$ cat src/rtl/router_ni_flit_tx.sv
// Network-interface flit transmitter: per-packet VC allocation with credit-based flow control.
// Optional sticky protocol-error detection is built when ROUTER_NI_TX_ERROR_CHECK_EN is defined.
module router_ni_flit_tx #(
  parameter int unsigned DATA_WIDTH = 64,
  parameter int unsigned NUM_VCS    = 4,
  parameter int unsigned BUF_DEPTH  = 8,
  parameter int unsigned CHAN_WIDTH = 70
) (
  input  logic                        clk,
  input  logic                        reset,
  input  logic                        in_valid,
  output logic                        in_ready,
  input  logic                        in_head,
  input  logic                        in_tail,
  input  logic [DATA_WIDTH-1:0]       in_data,
  output logic [CHAN_WIDTH-1:0]       channel_out,
  input  logic [$clog2(NUM_VCS):0]    flow_ctrl_in,
  output logic                        busy,
  output logic                        error
);

  localparam int unsigned VC_IDX_W = $clog2(NUM_VCS);
  localparam int unsigned CRED_W   = $clog2(BUF_DEPTH + 1);

  typedef enum logic {
    IDLE   = 1'b0,
    ACTIVE = 1'b1
  } state_e;

  state_e                            state_q, state_d;
  logic [VC_IDX_W-1:0]               rr_ptr_q, rr_ptr_d;
  logic [VC_IDX_W-1:0]               cur_vc_q, cur_vc_d;
  logic [NUM_VCS-1:0][CRED_W-1:0]    credit_q, credit_d;
  logic [CHAN_WIDTH-1:0]             channel_q, channel_d;

  logic [NUM_VCS-1:0]                has_credit;
  logic [NUM_VCS-1:0]                dec_vec;
  logic [NUM_VCS-1:0]                inc_vec;
  logic [NUM_VCS-1:0]                full_vec;
  logic [VC_IDX_W-1:0]               sel_vc;
  logic [VC_IDX_W-1:0]               cand;
  logic                              sel_found;
  logic [VC_IDX_W-1:0]               send_vc;
  logic                              fire;
  logic                              send;
  logic                              ret_valid;
  logic [VC_IDX_W-1:0]               ret_vc;

  assign ret_valid = flow_ctrl_in[VC_IDX_W];
  assign ret_vc    = flow_ctrl_in[VC_IDX_W-1:0];

  // Credit status and round-robin head allocation starting at rr_ptr.
  always_comb begin
    has_credit = '0;
    full_vec   = '0;
    sel_vc     = rr_ptr_q;
    sel_found  = 1'b0;
    cand       = '0;
    for (int unsigned v = 0; v < NUM_VCS; v++) begin
      has_credit[v] = (credit_q[v] != '0);
      full_vec[v]   = (credit_q[v] == CRED_W'(BUF_DEPTH));
    end
    for (int unsigned i = 0; i < NUM_VCS; i++) begin
      cand = rr_ptr_q + VC_IDX_W'(i);
      if (!sel_found && has_credit[cand]) begin
        sel_vc    = cand;
        sel_found = 1'b1;
      end
    end
  end

  assign in_ready = (state_q == IDLE) ? (|has_credit) : has_credit[cur_vc_q];
  assign fire     = in_valid && in_ready;
  // Non-head flits arriving outside a packet are swallowed.
  assign send     = fire && ((state_q == ACTIVE) || in_head);
  assign send_vc  = (state_q == IDLE) ? sel_vc : cur_vc_q;

  always_comb begin
    dec_vec = '0;
    inc_vec = '0;
    for (int unsigned v = 0; v < NUM_VCS; v++) begin
      dec_vec[v] = send && (send_vc == VC_IDX_W'(v));
      inc_vec[v] = ret_valid && (ret_vc == VC_IDX_W'(v));
    end
  end

  // Next-state, allocation, credit and channel computation.
  always_comb begin
    state_d   = state_q;
    rr_ptr_d  = rr_ptr_q;
    cur_vc_d  = cur_vc_q;
    credit_d  = credit_q;
    channel_d = '0;

    if (send) begin
      channel_d = CHAN_WIDTH'({1'b1, (state_q == IDLE), in_tail, send_vc, 1'b0, in_data});
    end

    case (state_q)
      IDLE: begin
        if (send) begin
          cur_vc_d = sel_vc;
          rr_ptr_d = sel_vc + VC_IDX_W'(1);
          if (!in_tail) begin
            state_d = ACTIVE;
          end
        end
      end
      ACTIVE: begin
        if (fire && in_tail) begin
          state_d = IDLE;
        end
      end
      default: state_d = IDLE;
    endcase

    for (int unsigned v = 0; v < NUM_VCS; v++) begin
      if (dec_vec[v] && !inc_vec[v]) begin
        credit_d[v] = credit_q[v] - CRED_W'(1);
      end else if (inc_vec[v] && !dec_vec[v] && !full_vec[v]) begin
        credit_d[v] = credit_q[v] + CRED_W'(1);
      end
    end
  end

  always_ff @(posedge clk) begin
    if (reset) begin
      state_q   <= IDLE;
      rr_ptr_q  <= '0;
      cur_vc_q  <= '0;
      channel_q <= '0;
      for (int unsigned v = 0; v < NUM_VCS; v++) begin
        credit_q[v] <= CRED_W'(BUF_DEPTH);
      end
    end else begin
      state_q   <= state_d;
      rr_ptr_q  <= rr_ptr_d;
      cur_vc_q  <= cur_vc_d;
      channel_q <= channel_d;
      credit_q  <= credit_d;
    end
  end

  assign channel_out = channel_q;
  assign busy        = (state_q == ACTIVE);

`ifdef ROUTER_NI_TX_ERROR_CHECK_EN
  logic error_q, error_d;

  // Sticky flag: stray body flit, nested head, or credit overflow.
  always_comb begin
    error_d = error_q;
    if (fire && (state_q == IDLE) && !in_head) begin
      error_d = 1'b1;
    end
    if (fire && (state_q == ACTIVE) && in_head) begin
      error_d = 1'b1;
    end
    if (|(inc_vec & full_vec)) begin
      error_d = 1'b1;
    end
  end

  always_ff @(posedge clk) begin
    if (reset) begin
      error_q <= 1'b0;
    end else begin
      error_q <= error_d;
    end
  end

  assign error = error_q;
`else
  assign error = 1'b0;
`endif

endmodule

$ cat config.mk
export PLATFORM = sky130hd
export DESIGN_NAME = router_ni_flit_tx
export DESIGN_NICKNAME = d
export VERILOG_FILES = /design/src/rtl/router_ni_flit_tx.sv
export SDC_FILE = /design/constraint.sdc
export NUM_CORES = 1
export LEC_CHECK = 0
export ABC_AREA = 0
export BUFFER_PORTS_ARGS = -buffer_cell sky130_fd_sc_hd__buf_2
export CAP_MARGIN = 20
export CORE_MARGIN = 1
export CORE_UTILIZATION = 48
export CTS_BUF_LIST = sky130_fd_sc_hd__clkbuf_4 sky130_fd_sc_hd__clkbuf_8 sky130_fd_sc_hd__clkbuf_16
export CTS_CLUSTER_SIZE = 16
export DETAILED_ROUTE_END_ITERATION = 8
export PLACE_DENSITY = 0.8
export SLEW_MARGIN = 5
export SYNTH_ARGS = -nofsm -noshare
export SYNTH_HDL_FRONTEND = slang
export SYNTH_SLANG_ARGS = --single-unit
export TNS_END_PERCENT = 10
$ cat constraint.sdc
create_clock -name clk -period 3.53 [get_ports clk]
set_input_delay 0.706 -clock clk [delete_from_list [all_inputs] [get_ports clk]]
set_output_delay 0.706 -clock clk [all_outputs]
set_load 0.1 [all_outputs]
# Yosys cells after proc, flatten, opt, wreduce, memory -nomap -nowiden
# Index checks and enable logic that the tools add are counted.
dict set report op_classes {
  n_bitwise 2
  magnitude_cmp 5
  n_eq_ne 10
  n_mux 31
  addsub 12
  n_reduce_logical 55
}
# operator count
set ops {}
lappend ops {{$mux 70} 1}
lappend ops {{$mux 4} 8}
lappend ops {{$logic_and 1x1->1} 26}
lappend ops {{$add 4x1->4 const B} 4}
lappend ops {{$eq 4x4->1 const B} 4}
lappend ops {{$reduce_bool 4->1} 4}
lappend ops {{$sub 4x1->4 const B} 4}
lappend ops {{$logic_not 1->1} 15}
lappend ops {{$lt 2x3->1 const B} 5}
lappend ops {{$mux 1} 12}
lappend ops {{$bmux 1 s2} 5}
lappend ops {{$eq 2x2->1 const B} 4}
lappend ops {{$mux 2} 4}
lappend ops {{$reduce_bool 2->1} 4}
lappend ops {{$add 2x1->2 const B} 2}
lappend ops {{$add 2x2->2 const B} 2}
lappend ops {{$eq 2x1->1 const B} 2}
lappend ops {{$logic_not 2->1} 2}
lappend ops {{$reduce_or 4->1} 1}
lappend ops {{$not 1->1} 2}
lappend ops {{$pmux 1 s2} 1}
lappend ops {{$reduce_and 2->1} 1}
lappend ops {{$reduce_or 2->1} 1}
lappend ops {{$logic_or 1x1->1} 1}
dict set report totals {
  ff_bits 91
  out_inout_bits 73
}

# Logic depth before layout (Yosys ltp)
# Gate-level depths: netlist of run 1.
dict set report depth {
  depth_word 21
  ltp_mapped 13
  depth_no_buf 12
}

# Worst setup path after synthesis of run 1
# Ideal clock, no wire load.
dict set report synth_timing {
  path_kind {flip-flop to flip-flop}
  start {register state_q (netlist: busy)}
  end {register credit_q[15] (netlist bit)}
  slack_ns 0.334
  stages_incl_launch_ff 12
  arrival_ns 3.073
  n_path_buf 1
  period_less_slack_ns 3.196
  path_cell_list {dfxtp_1 -> o21ai_0 -> a21o_1 -> or4_1 -> buf_2 -> clkinv_1 -> ha_1 -> a21o_1 -> a21oi_1 -> nand2b_1 -> o32ai_1 -> o21bai_1}
}
dict set report synth_via {
  elab_chain_cells 8
  elab_cells_between_ends 13
  classes_between {eq/ne: 1; mux: 3; reduce/logical: 9}
}
# element line_no
set synth_lines {}
lappend synth_lines {{start, declared} 30} ;# state_e state_q, state_d;
lappend synth_lines {{start signal, assigned} 136} ;# state_q <= state_d;
lappend synth_lines {{$mux 1} 72} ;# assign in_ready = (state_q == IDLE) ? (|has_credit) : has_credit[cur_vc_q];
lappend synth_lines {{$logic_and 1x1->1} 73} ;# assign fire = in_valid && in_ready;
lappend synth_lines {{$logic_and 1x1->1} 75} ;# assign send = fire && ((state_q == ACTIVE) || in_head);
lappend synth_lines {{$logic_and 1x1->1 *} 82} ;# dec_vec[v] = send && (send_vc == VC_IDX_W'(v));
lappend synth_lines {{$logic_not 1->1} 120} ;# end else if (inc_vec[v] && !dec_vec[v] && !full_vec[v]) begin
lappend synth_lines {{$logic_and 1x1->1 (2 in series)} 120}
lappend synth_lines {{$reduce_bool 2->1 (no source line)} -}
lappend synth_lines {{end signal, assigned by index} 133} ;# credit_q[v] <= CRED_W'(BUF_DEPTH);
lappend synth_lines {{end signal, assigned} 140} ;# credit_q <= credit_d;
lappend synth_lines {{end, declared} 33} ;# logic [NUM_VCS-1:0][CRED_W-1:0] credit_q, credit_d;
# Mark *: on every way between the ends. The rest lies on a longest branch, timed or not.
# A chain may end at the register's enable or synchronous reset.

# Final worst setup path of run 1
dict set report layout_timing {
  start {register credit_q[11] (netlist bit)}
  end {register credit_q[7] (netlist bit)}
}
dict set report layout_via {
  elab_chain_cells 20
  elab_cells_between_ends 36
  classes_between {eq/ne: 1; mux: 19; reduce/logical: 16}
}
# element line_no
set layout_lines {}
lappend layout_lines {{$reduce_bool 4->1 *} 60} ;# has_credit[v] = (credit_q[v] != '0);
lappend layout_lines {{$bmux 1 s2} 65} ;# if (!sel_found && has_credit[cand]) begin
lappend layout_lines {{$mux 1 (not written as such)} 65}
lappend layout_lines {{$mux 1} 65}
lappend layout_lines {{$logic_not 1->1} 65}
lappend layout_lines {{$logic_and 1x1->1} 65}
lappend layout_lines {{$mux 1} 65}
lappend layout_lines {{$logic_not 1->1} 65}
lappend layout_lines {{(+3 left out)} -}
lappend layout_lines {{$logic_and 1x1->1} 65}
lappend layout_lines {{$mux 2} 65}
lappend layout_lines {{$mux 2} 76} ;# assign send_vc = (state_q == IDLE) ? sel_vc : cur_vc_q;
lappend layout_lines {{$eq 2x1->1} 82}
lappend layout_lines {{$logic_and 1x1->1 *} 82}
lappend layout_lines {{$logic_not 1->1} 120}
lappend layout_lines {{$logic_and 1x1->1 (2 in series)} 120}
lappend layout_lines {{$reduce_bool 2->1 (no source line)} -}
# Mark *: on every way between the ends. The rest lies on a longest branch, timed or not. The select of a mux whose other input is x is not followed.

==> results of run 1 <==
## where the power goes
part	internal [mW]	leakage, nW	switching [mW]
sequential	1.06	0.733	0.0286
clock	0.260	0.0798	0.365
combinational	0.122	1.42	0.329
## metrics by stage
stage	util, %	hold WS [ps]	cells
6_report	64.8	542	580
3_5_place_dp	62.0	530	564
4_1_cts	64.5	539	579
2_1_floorplan	-	478	338
5_1_grt	64.8	532	580
3_3_place_gp	62.0	512	564
## final timing paths
path,start,endpoint,slack [ps],cells after the start
max,credit_q[11]$_SDFFE_PP1P_,credit_q[7]$_SDFFE_PP1P_,190,12
min,cur_vc_q[0]$_SDFFE_PP0P_,cur_vc_q[0]$_SDFFE_PP0P_,540,2
max reg2reg,credit_q[11]$_SDFFE_PP1P_,credit_q[7]$_SDFFE_PP1P_,190,12
min reg2reg,cur_vc_q[0]$_SDFFE_PP0P_,cur_vc_q[0]$_SDFFE_PP0P_,540,2
## cell usage in the layout, fill, tap and decap left out, drive strengths merged, types with 3 or more instances in the layout
cell type,synthesis,routed
o31ai,7,7
clkinvlp,0,3
a21o,7,7
o21ai,4,4
mux2,9,9
clkinv,2,3
a21oi,11,11
clkbuf,10,9
nand2,10,10
and2,68,68
inv,14,16
dfxtp,90,90
nor3,8,8
or4,4,4
nor4,4,4
xor2,3,3
nor2,24,24
fa,4,4
buf,5,146
a211oi,4,4
ha,8,8
## cells by family after synthesis
family / Yosys count / synth area share [%]
and+or+nand+nor: 138 / 23.4
DFF: 90 / 51.3
AOI/OAI and AO/OA: 48 / 10.4
buffers and inverters: 31 / 3.92
adders and majority gates: 12 / 5.13
muxes: 12 / 4.42
xor gates and xnor gates: 5 / 1.25
other: 1 / 0.107
## state kept, by name, summed over array words and instances, names as in the netlist
signal	cells
credit_q	16
busy	1
rr_ptr_q	2
cur_vc_q	2
channel_out	69
## final cells by class
class / count / area (µm²)
well taps: 96 / 120
inverters: 16 / 65.1
repair buffers: 146 / 741
multi-input cells: 217 / 1590
clock buffers: 9 / 124
flip-flops and latches: 90 / 1800
clock inverters: 6 / 51.3
fillers: 555 / 2450
## worst max-delay path: cells and delay by family (launching register included)
kind / cells / cell delay [ps]
buf+inv: 1 / 90
simple gates: 3 / 1160
flops: 1 / 380
fa+ha+maj: 1 / 220
compound gates: 7 / 1400
## repair_timing
action                                  in CTS  in global routing
hold buffers                                 0                  0
endpoints found under the setup margin       0                  3
resized for setup                            0                  2
buffers inserted                             0                  1
## layer usage
metal,global-route usage [%],up-vias,wire (µm)
met5,0,-,0
met4,9.84,0,148
met3,5.28,10,293
met2,35.9,69,4170
met1,22.3,1308,3070
li1,-,1419,-
==> results.md, run 1 <==
* Layout Skew at between 9 and 10 ps
* Vias per inst at between 4 and 5
* Rows at 30
* Slew HR at a little over half
* CP max-delay cell: or4_1
* Drt first pass iters at 4
* Worst Path Max Fanout at 7
* Via Count at between 2000 and 3000
* Peak supply drop at approximately 0.32 mV
* Initial antenna violation count at 0
* Critical Path Source Type: flip-flop
* Pre-CTS setup slack at about 170 ps
* CTS Buffer Depth at 2
* Cts bufs inserted at 9
* Synthesized flop and latch total at 90
* Leakage at roughly 2.2 nW
* Most common cell in the netlist: dfxtp_1
* DPL Wire Length at roughly 5900 µm
* Fin nets at between 500 and 600
* Ports at 145
* Routed len/inst at about 13 µm
* Post-Route WL at 7680 µm
* Tot Pwr at between 2 and 2.5 mW
* Drt drc at 0
* Die ar. at 7660 µm²
* Worst Tran Pin Value at 697 ps
* Largest net degree at the start of global routing at 67
* Sequential element share of the synthesized area at about half
* Unrepaired setup endpoints after global routing: false
* Area delta synth->final at 28.0%
* GRT overflow at 0
* Number of DRC violations after detailed-routing iteration 0 at 64
* Fmax achieved at approximately 300 MHz
* Overall routing resource usage at 20.2%
* CP max stage delay at approximately 600 ps
* Final Instance Area at 4500 µm²
* CTS Root Cell: clkbuf_8
* Htree depth at 3
* Die H at around 90 µm
* CTS sink cnt at 90
* Synth Area per Inst at between 10 and 15 µm²
* Hold Fails Final Rpt at 0
* Post-synth EDFFs at 0
* Setup TNS at 0 ps
* Worst-path cell chain: nor4_4 > o221ai_1 > a21oi_2 > a21oi_2 > or4_1 > clkinv_4 > ha_1 > a21o_1 > a21o_1 > nand3b_1 > o32ai_1 > o31ai_1
* Final worst path period share at approximately 95%
* WS Path Type: reg -> reg
* Commonest cells post-synth: 90 x dfxtp_1, 68 x and2_1, 24 x nor2_1
* Worst Hold Class: reg -> reg
* First-pass GRT wire length at 11800 µm
* Final setup fails at 0
* Synth cell types at 61
* Minimum clock period at 3340 ps
* Max cap viols at 0
* Critical Path End Type: flip-flop
* Pwr per Cell Area at 481 nW/µm²
* Max Transition Viols Final at 0
* Post-route setup slack at roughly 190 ps
* Vias in the first global route at 2635
* Floorplan core area at just under 7000 µm²
* Layout cells sized above 1 at 37.2%
* PortBufs at 142
* Ys Warns at 0
* CP Data Arrival Time at ~3600 ps
* Post-DRT Antenna Nets at 0
* Die W at ~90 µm
* Largest cells by area after synthesis: dfxtp_1 51%, and2_1 12%, ha_1 2.9%, nor2_1 2.6%, fa_1 2.3%
* Status: finished clean
* Critical Path RT at ~3800 ps
* TritonCTS clock tree: built
* Mapped Area at around 3500 µm²
* Area leader, netlist: dfxtp_1
* Cells after synthesis at between 300 and 400
* Clk Latency, worst-skew pair at around 340 ps
* Area share of the leading cell type in the synthesized netlist at between 50% and 60%
* Placed Area at roughly 4300 µm²
* Worst-path clk slew at approximately 90 ps
* Ys flop type: dfxtp_1
* Synth async-reset ratio at 0%
* Placer congestion estimate at 0.852
* Starting Density at between 50 and 60%
* Ant. Diodes at 0
Power figures use the tool's default switching activity.
==> run 2: changes to the inputs <==
--- a/config.mk
+++ b/config.mk
@@ -14,6 +14,7 @@
 export CTS_CLUSTER_SIZE = 16
 export DETAILED_ROUTE_END_ITERATION = 8
 export PLACE_DENSITY = 0.8
+export REMOVE_ABC_BUFFERS = 1
 export SLEW_MARGIN = 5
 export SYNTH_ARGS = -nofsm -noshare
 export SYNTH_HDL_FRONTEND = slang
==> run 2 against run 1 <==
  * Clock power up 15%
  * Final cell count down 0.17%
  * Sequential share of layout area down 0.11 points
  * Via count up 3.2%
  * Clock skew up 0.52 ps
  * Sequential power about the same
  * Non-clock buffer count down 2
  * Critical endpoint unchanged
  * Final area up 0.28%
==> results.md, run 2 (synthesized netlist as in run 1, its figures left out) <==
* First-pass GRT wire length at 12100 µm (+2.4%)
* Clk Latency, worst-skew pair at 350 ps (about the same)
* Number of flip-flops in the largest register at 69 (unchanged)
* Worst Path Max Fanout at 7 (unchanged)
* Number of DRC violations after detailed-routing iteration 0 at 138 (+120%)
* Htree depth at 3 (unchanged)
* Critical Path Source Type: flip-flop
* PortBufs at 142 (unchanged)
* GRT overflow at 0 (unchanged)
* Post-Route WL at 8060 µm (+4.9%)
* Slew HR at 56.0% (+2.8 points)
* Starting Density at 50.6% (unchanged)
* Final setup fails at 0 (unchanged)
* Placer congestion estimate at 0.837 (-1.7%)
* Ant. Diodes at 0 (unchanged)
* CTS Root Cell: clkbuf_8
* Rows at 30 (unchanged)
* Status: finished clean
* Leakage at 2.25 nW (+0.44%)
* Critical Path RT at 3800 ps (+20 ps)
* Vias per inst at 5.00 (+3.4%)
* Layout cells sized above 1 at 37.1% (-0.13 points)
* Routed len/inst at 13.9 µm (+5.1%)
* Initial antenna violation count at 0 (unchanged)
* Via Count at 2897 (+3.2%)
* Worst Tran Pin Value at 655 ps (-42.2 ps)
* Peak supply drop at 0.299 mV (-5.8%)
* Vias in the first global route at 2727 (+3.5%)
* Pwr per Cell Area at 500 nW/µm² (+4.1%)
* Ports at 145 (unchanged)
* Die ar. at 7660 µm² (unchanged)
* CTS Buffer Depth at 2 (unchanged)
* WS Path Type: reg -> reg
* Most used cells in the layout excluding fill and tap cells: 142 x buf_2, 90 x dfxtp_1, 68 x and2_1
* CTS sink cnt at 90 (unchanged)
* Multi-input gate area in the final layout at 1590 µm² (-0.16%)
* Overall routing resource usage at 20.8% (+0.67 points)
* Setup TNS at 0 ps (unchanged)
* Die H at 87.5 µm (unchanged)
* Floorplan core area at 6940 µm² (unchanged)
* Area delta synth->final at 28.4%
* Worst-path clk slew at 90 ps (about the same)
* Post-layout util at 64.9% (+0.18 points)
* Reg2reg setup slack at 120 ps (-70 ps)
* Unrepaired setup endpoints after global routing: true
* Cts bufs inserted at 9 (unchanged)
* Drt first pass iters at 4 (unchanged)
* Final worst hold slack at 542 ps (+0.566 ps)
* Fmax achieved at 293 MHz (-2.0%)
* Minimum clock period at 3410 ps (+69.0 ps)
* Fin nets at 562 (-0.35%)
* Post-DRT Antenna Nets at 0 (unchanged)
* # fillers at 562 (+1.3%)
* Largest net degree at the start of global routing at 67 (unchanged)
* Critical Path End Type: flip-flop
* DPL Wire Length at 6060 µm (+3.1%)
* Final worst path period share at 96.6% (+2.0 points)
* Max Transition Viols Final at 0 (unchanged)
* Sequential cell area at 1800 µm² (unchanged)
* Max cap viols at 0 (unchanged)
* Worst Hold Class: in -> reg
* Drt drc at 0 (unchanged)
* TritonCTS clock tree: built
* Layout Skew at 9.87 ps (+0.521 ps)
* Leading cell type in the layout, fill and taps excluded: buf_2
* Hold Fails Final Rpt at 0 (unchanged)
* Die W at 87.5 µm (unchanged)
* CP Data Arrival Time at 3680 ps (+90 ps)
==> run 2: cell type report <==
| cell class | count | area share [%] |
|---|---|---|
| Clock inverter | 6 | 1.64 |
| Inverter | 16 | 1.44 |
| Tap cell | 96 | 2.66 |
| Clock buffer | 10 | 2.91 |
| Multi-Input combinational cell | 217 | 35.3 |
| Sequential cell | 90 | 40.0 |
| Timing Repair Buffer | 144 | 16.1 |
==> run 2: routing by layer <==
layer / up-vias / GRT usage, % / wire length [µm]
met1: 1321 / 24.1 / 3260
li1: 1424 / - / -
met5: - / 0 / 0
met2: 140 / 35.2 / 4010
met4: 0 / 8.94 / 116
met3: 12 / 7.07 / 669
==> run 2: worst paths after layout <==
check / from / endpoint / cells past startpoint
hold reg to reg: cur_vc_q[0]$_SDFFE_PP0P_ / cur_vc_q[0]$_SDFFE_PP0P_ / 2
setup reg to reg: credit_q[11]$_SDFFE_PP1P_ / credit_q[7]$_SDFFE_PP1P_ / 12
hold / removal: in_data[45] / channel_out[45]$_SDFF_PP0_ / 2
setup / recovery: credit_q[11]$_SDFFE_PP1P_ / credit_q[7]$_SDFFE_PP1P_ / 12
==> run 2: repair_timing <==
| item | CTS | global route |
|---|---|---|
| gates resized for setup | 0 | 2 |
| hold endpoints to repair | 0 | 0 |
| hold buffers | 0 | 0 |
| setup endpoints to repair | 0 | 4 |
| buffers inserted | 0 | 0 |
==> run 2: power breakdown <==
group / leakage, nW / internal (mW) / total (mW) / switching (mW)
Sequential: 0.733 / 1.06 / 1.09 / 0.0302
Clock: 0.0984 / 0.344 / 0.720 / 0.377
Combinational: 1.42 / 0.118 / 0.449 / 0.331
==> run 2: stage by stage <==
step	cells	worst slack (ps)	area, µm²	power [mW]
after global placement	563	288	4290	1.54
final	579	119	4510	2.26
after floorplan	323	319	3440	1.45
after global routing	579	-64.5	4510	2.35
after CTS	579	145	4500	2.27
after detailed placement	563	184	4290	1.55
==> run 2: critical path, cell delays in order, from the launching register on <==
cell and delay, ps:
dfxtp_1 380, nor4_4 440, o221ai_1 220, a21oi_2 330
a21oi_2 150, or4_1 690, clkinv_4 100, ha_1 230
a21o_1 180, a21o_1 200, nand3b_1 80, o32ai_1 80
o31ai_1 260
==> run 3: changes to the inputs <==
--- a/config.mk
+++ b/config.mk
@@ -13,6 +13,7 @@
 export CTS_BUF_LIST = sky130_fd_sc_hd__clkbuf_4 sky130_fd_sc_hd__clkbuf_8 sky130_fd_sc_hd__clkbuf_16
 export CTS_CLUSTER_SIZE = 16
 export DETAILED_ROUTE_END_ITERATION = 8
+export MAX_ROUTING_LAYER = met4
 export PLACE_DENSITY = 0.8
 export REMOVE_ABC_BUFFERS = 1
 export SLEW_MARGIN = 5
==> run 3 against run 2 <==
  * Clock skew decreased by 1.4 ps
  * Hold slack improved by 0.62 ps
  * Non-clock buffer count increased by 1
  * Worst setup slack improved by 87 ps
  * Largest power group unchanged
  * First-iteration DRC count decreased by 16%
==> results.md, run 3 (synthesized netlist as in run 1, its figures left out) <==
* Post-Route WL at 8040 µm (-0.27%)
* Tot Pwr at 2.19 mW (-3.0%)
* Hold Buf Count CTS at 0 (unchanged)
* Most used cells in the layout excluding fill and tap cells: 142 x buf_2, 90 x dfxtp_1, 68 x and2_1
* Die W at 87.5 µm (unchanged)
* Worst-path clk slew at 90 ps (about the same)
* Worst Hold Class: in -> reg
* Pwr per Cell Area at 485 nW/µm² (-3.0%)
* Slew HR at 54.2% (-1.7 points)
* CP Data Arrival Time at 3570 ps (-110 ps)
* # fillers at 604 (+7.5%)
* Cts bufs inserted at 9 (unchanged)
* Critical Path End Type: flip-flop
* Die ar. at 7660 µm² (unchanged)
* Peak supply drop at 0.293 mV (-2.0%)
* First-pass GRT wire length at 12500 µm (+3.7%)
* Vias per inst at 4.90 (-2.1%)
* Status: finished clean
* TritonCTS clock tree: built
* WS Path Type: reg -> reg
* Initial antenna violation count at 0 (unchanged)
* Setup TNS at 0 ps (unchanged)
* DPL Wire Length at 5980 µm (-1.4%)
* Number of flip-flops in the largest register at 69 (unchanged)
* CTS Root Cell: clkbuf_8
* Fin nets at 563 (+0.18%)
* Critical Path RT at 3780 ps (-20 ps)
* Layout Skew at 8.48 ps (-1.38 ps)
* CTS sink cnt at 90 (unchanged)
* Layout cells sized above 1 at 37.6% (+0.54 points)
* Final setup fails at 0 (unchanged)
* GRT overflow at 0 (unchanged)
* Ant. Diodes at 0 (unchanged)
* Max Transition Viols Final at 0 (unchanged)
* Clk Latency, worst-skew pair at 350 ps (about the same)
* Minimum clock period at 3320 ps (-86.9 ps)
* Overall routing resource usage at 22.2% (+1.3 points)
* Final worst path period share at 94.2% (-2.5 points)
* Final worst hold slack at 543 ps (+0.616 ps)
* Leading cell type in the layout, fill and taps excluded: buf_2
* Drt first pass iters at 4 (unchanged)
* Max cap viols at 0 (unchanged)
* Post-DRT Antenna Nets at 0 (unchanged)
* Routed len/inst at 13.9 µm (-0.44%)
* Floorplan core area at 6940 µm² (unchanged)
* Leakage at 2.24 nW (-0.13%)
* Ports at 145 (unchanged)
* Post-layout util at 64.9% (about the same)
* Placer congestion estimate at 0.860 (+2.7%)
* PortBufs at 142 (unchanged)
* Unrepaired setup endpoints after global routing: true
* Fmax achieved at 301 MHz (+2.6%)
* Worst Tran Pin Value at 681 ps (+25.7 ps)
* Die H at 87.5 µm (unchanged)
* Htree depth at 3 (unchanged)
* Rows at 30 (unchanged)
* Critical Path Source Type: flip-flop
* Vias in the first global route at 2762 (+1.3%)
* Drt drc at 0 (unchanged)
* Number of DRC violations after detailed-routing iteration 0 at 116 (-16%)
* Hold Fails Final Rpt at 0 (unchanged)
* Worst Path Max Fanout at 7 (unchanged)
* Largest net degree at the start of global routing at 67 (unchanged)
* Via Count at 2840 (-2.0%)
* Starting Density at 50.6% (unchanged)
* Area delta synth->final at 28.3% (about the same)
* CTS Buffer Depth at 2 (unchanged)
-- run 3: path summary, 6_finish.rpt --
kind / from / to / slack (ps) / cells after the start
min: in_data[63] / channel_out[63]$_SDFF_PP0_ / 540 / 2
max: credit_q[11]$_SDFFE_PP1P_ / credit_q[7]$_SDFFE_PP1P_ / 210 / 12
max reg2reg: credit_q[11]$_SDFFE_PP1P_ / credit_q[7]$_SDFFE_PP1P_ / 210 / 12
min reg2reg: cur_vc_q[1]$_SDFFE_PP0P_ / cur_vc_q[1]$_SDFFE_PP0P_ / 570 / 2
-- run 3: repair_timing --
| action | CTS | global route |
|---|---|---|
| gates resized for setup | 0 | 5 |
| endpoints found under the setup margin | 0 | 3 |
| buffers inserted | 0 | 1 |
-- run 3: final cells by class --
type / instances / area, µm² / area share, %
Clock inverter: 6 / 48.8 / 1.08
Tap cell: 96 / 120 / 2.67
Sequential cell: 90 / 1800 / 40.0
Multi-Input combinational cell: 217 / 1610 / 35.6
Inverter: 16 / 65.1 / 1.44
Clock buffer: 10 / 131 / 2.92
Timing Repair Buffer: 145 / 733 / 16.3
-- run 3: through the flow --
| step | cells | setup slack, ps | area (µm²) |
|---|---|---|---|
| 2_1_floorplan | 323 | 319 | 3440 |
| 3_3_place_gp | 563 | 263 | 4290 |
| 3_5_place_dp | 563 | 112 | 4290 |
| 4_1_cts | 579 | 89.1 | 4470 |
| 5_1_grt | 580 | -4.10 | 4510 |
| 6_report | 580 | 206 | 4510 |
-- run 3: per-layer routing --
metal | vias up | wire length (µm) | global-route usage [%] | part of all wire [%]
li1 | 1416 | - | - | -
met1 | 1297 | 3340 | 25.7 | 42
met2 | 114 | 4000 | 36.1 | 50
met3 | 13 | 555 | 6.22 | 6.9
met4 | 0 | 138 | 9.24 | 1.7
met5 | - | 0 | - | 0
-- run 3: critical path, cell delays in order, from the launching register on --
cell and delay, ps:
dfxtp_1 380, nor4_4 430, o221ai_1 210, a21oi_2 300, a21oi_2 130, or4_4 600
clkinv_4 80, ha_1 220, a21o_1 170, a21o_1 200, nand3b_1 90, o32ai_1 90
o31ai_1 320
-- run 3: power breakdown --
part	internal [mW]	switching, mW	leakage, nW
Sequential	1.06	0.0292	0.733
Clock	0.271	0.377	0.0882
Combinational	0.122	0.333	1.42
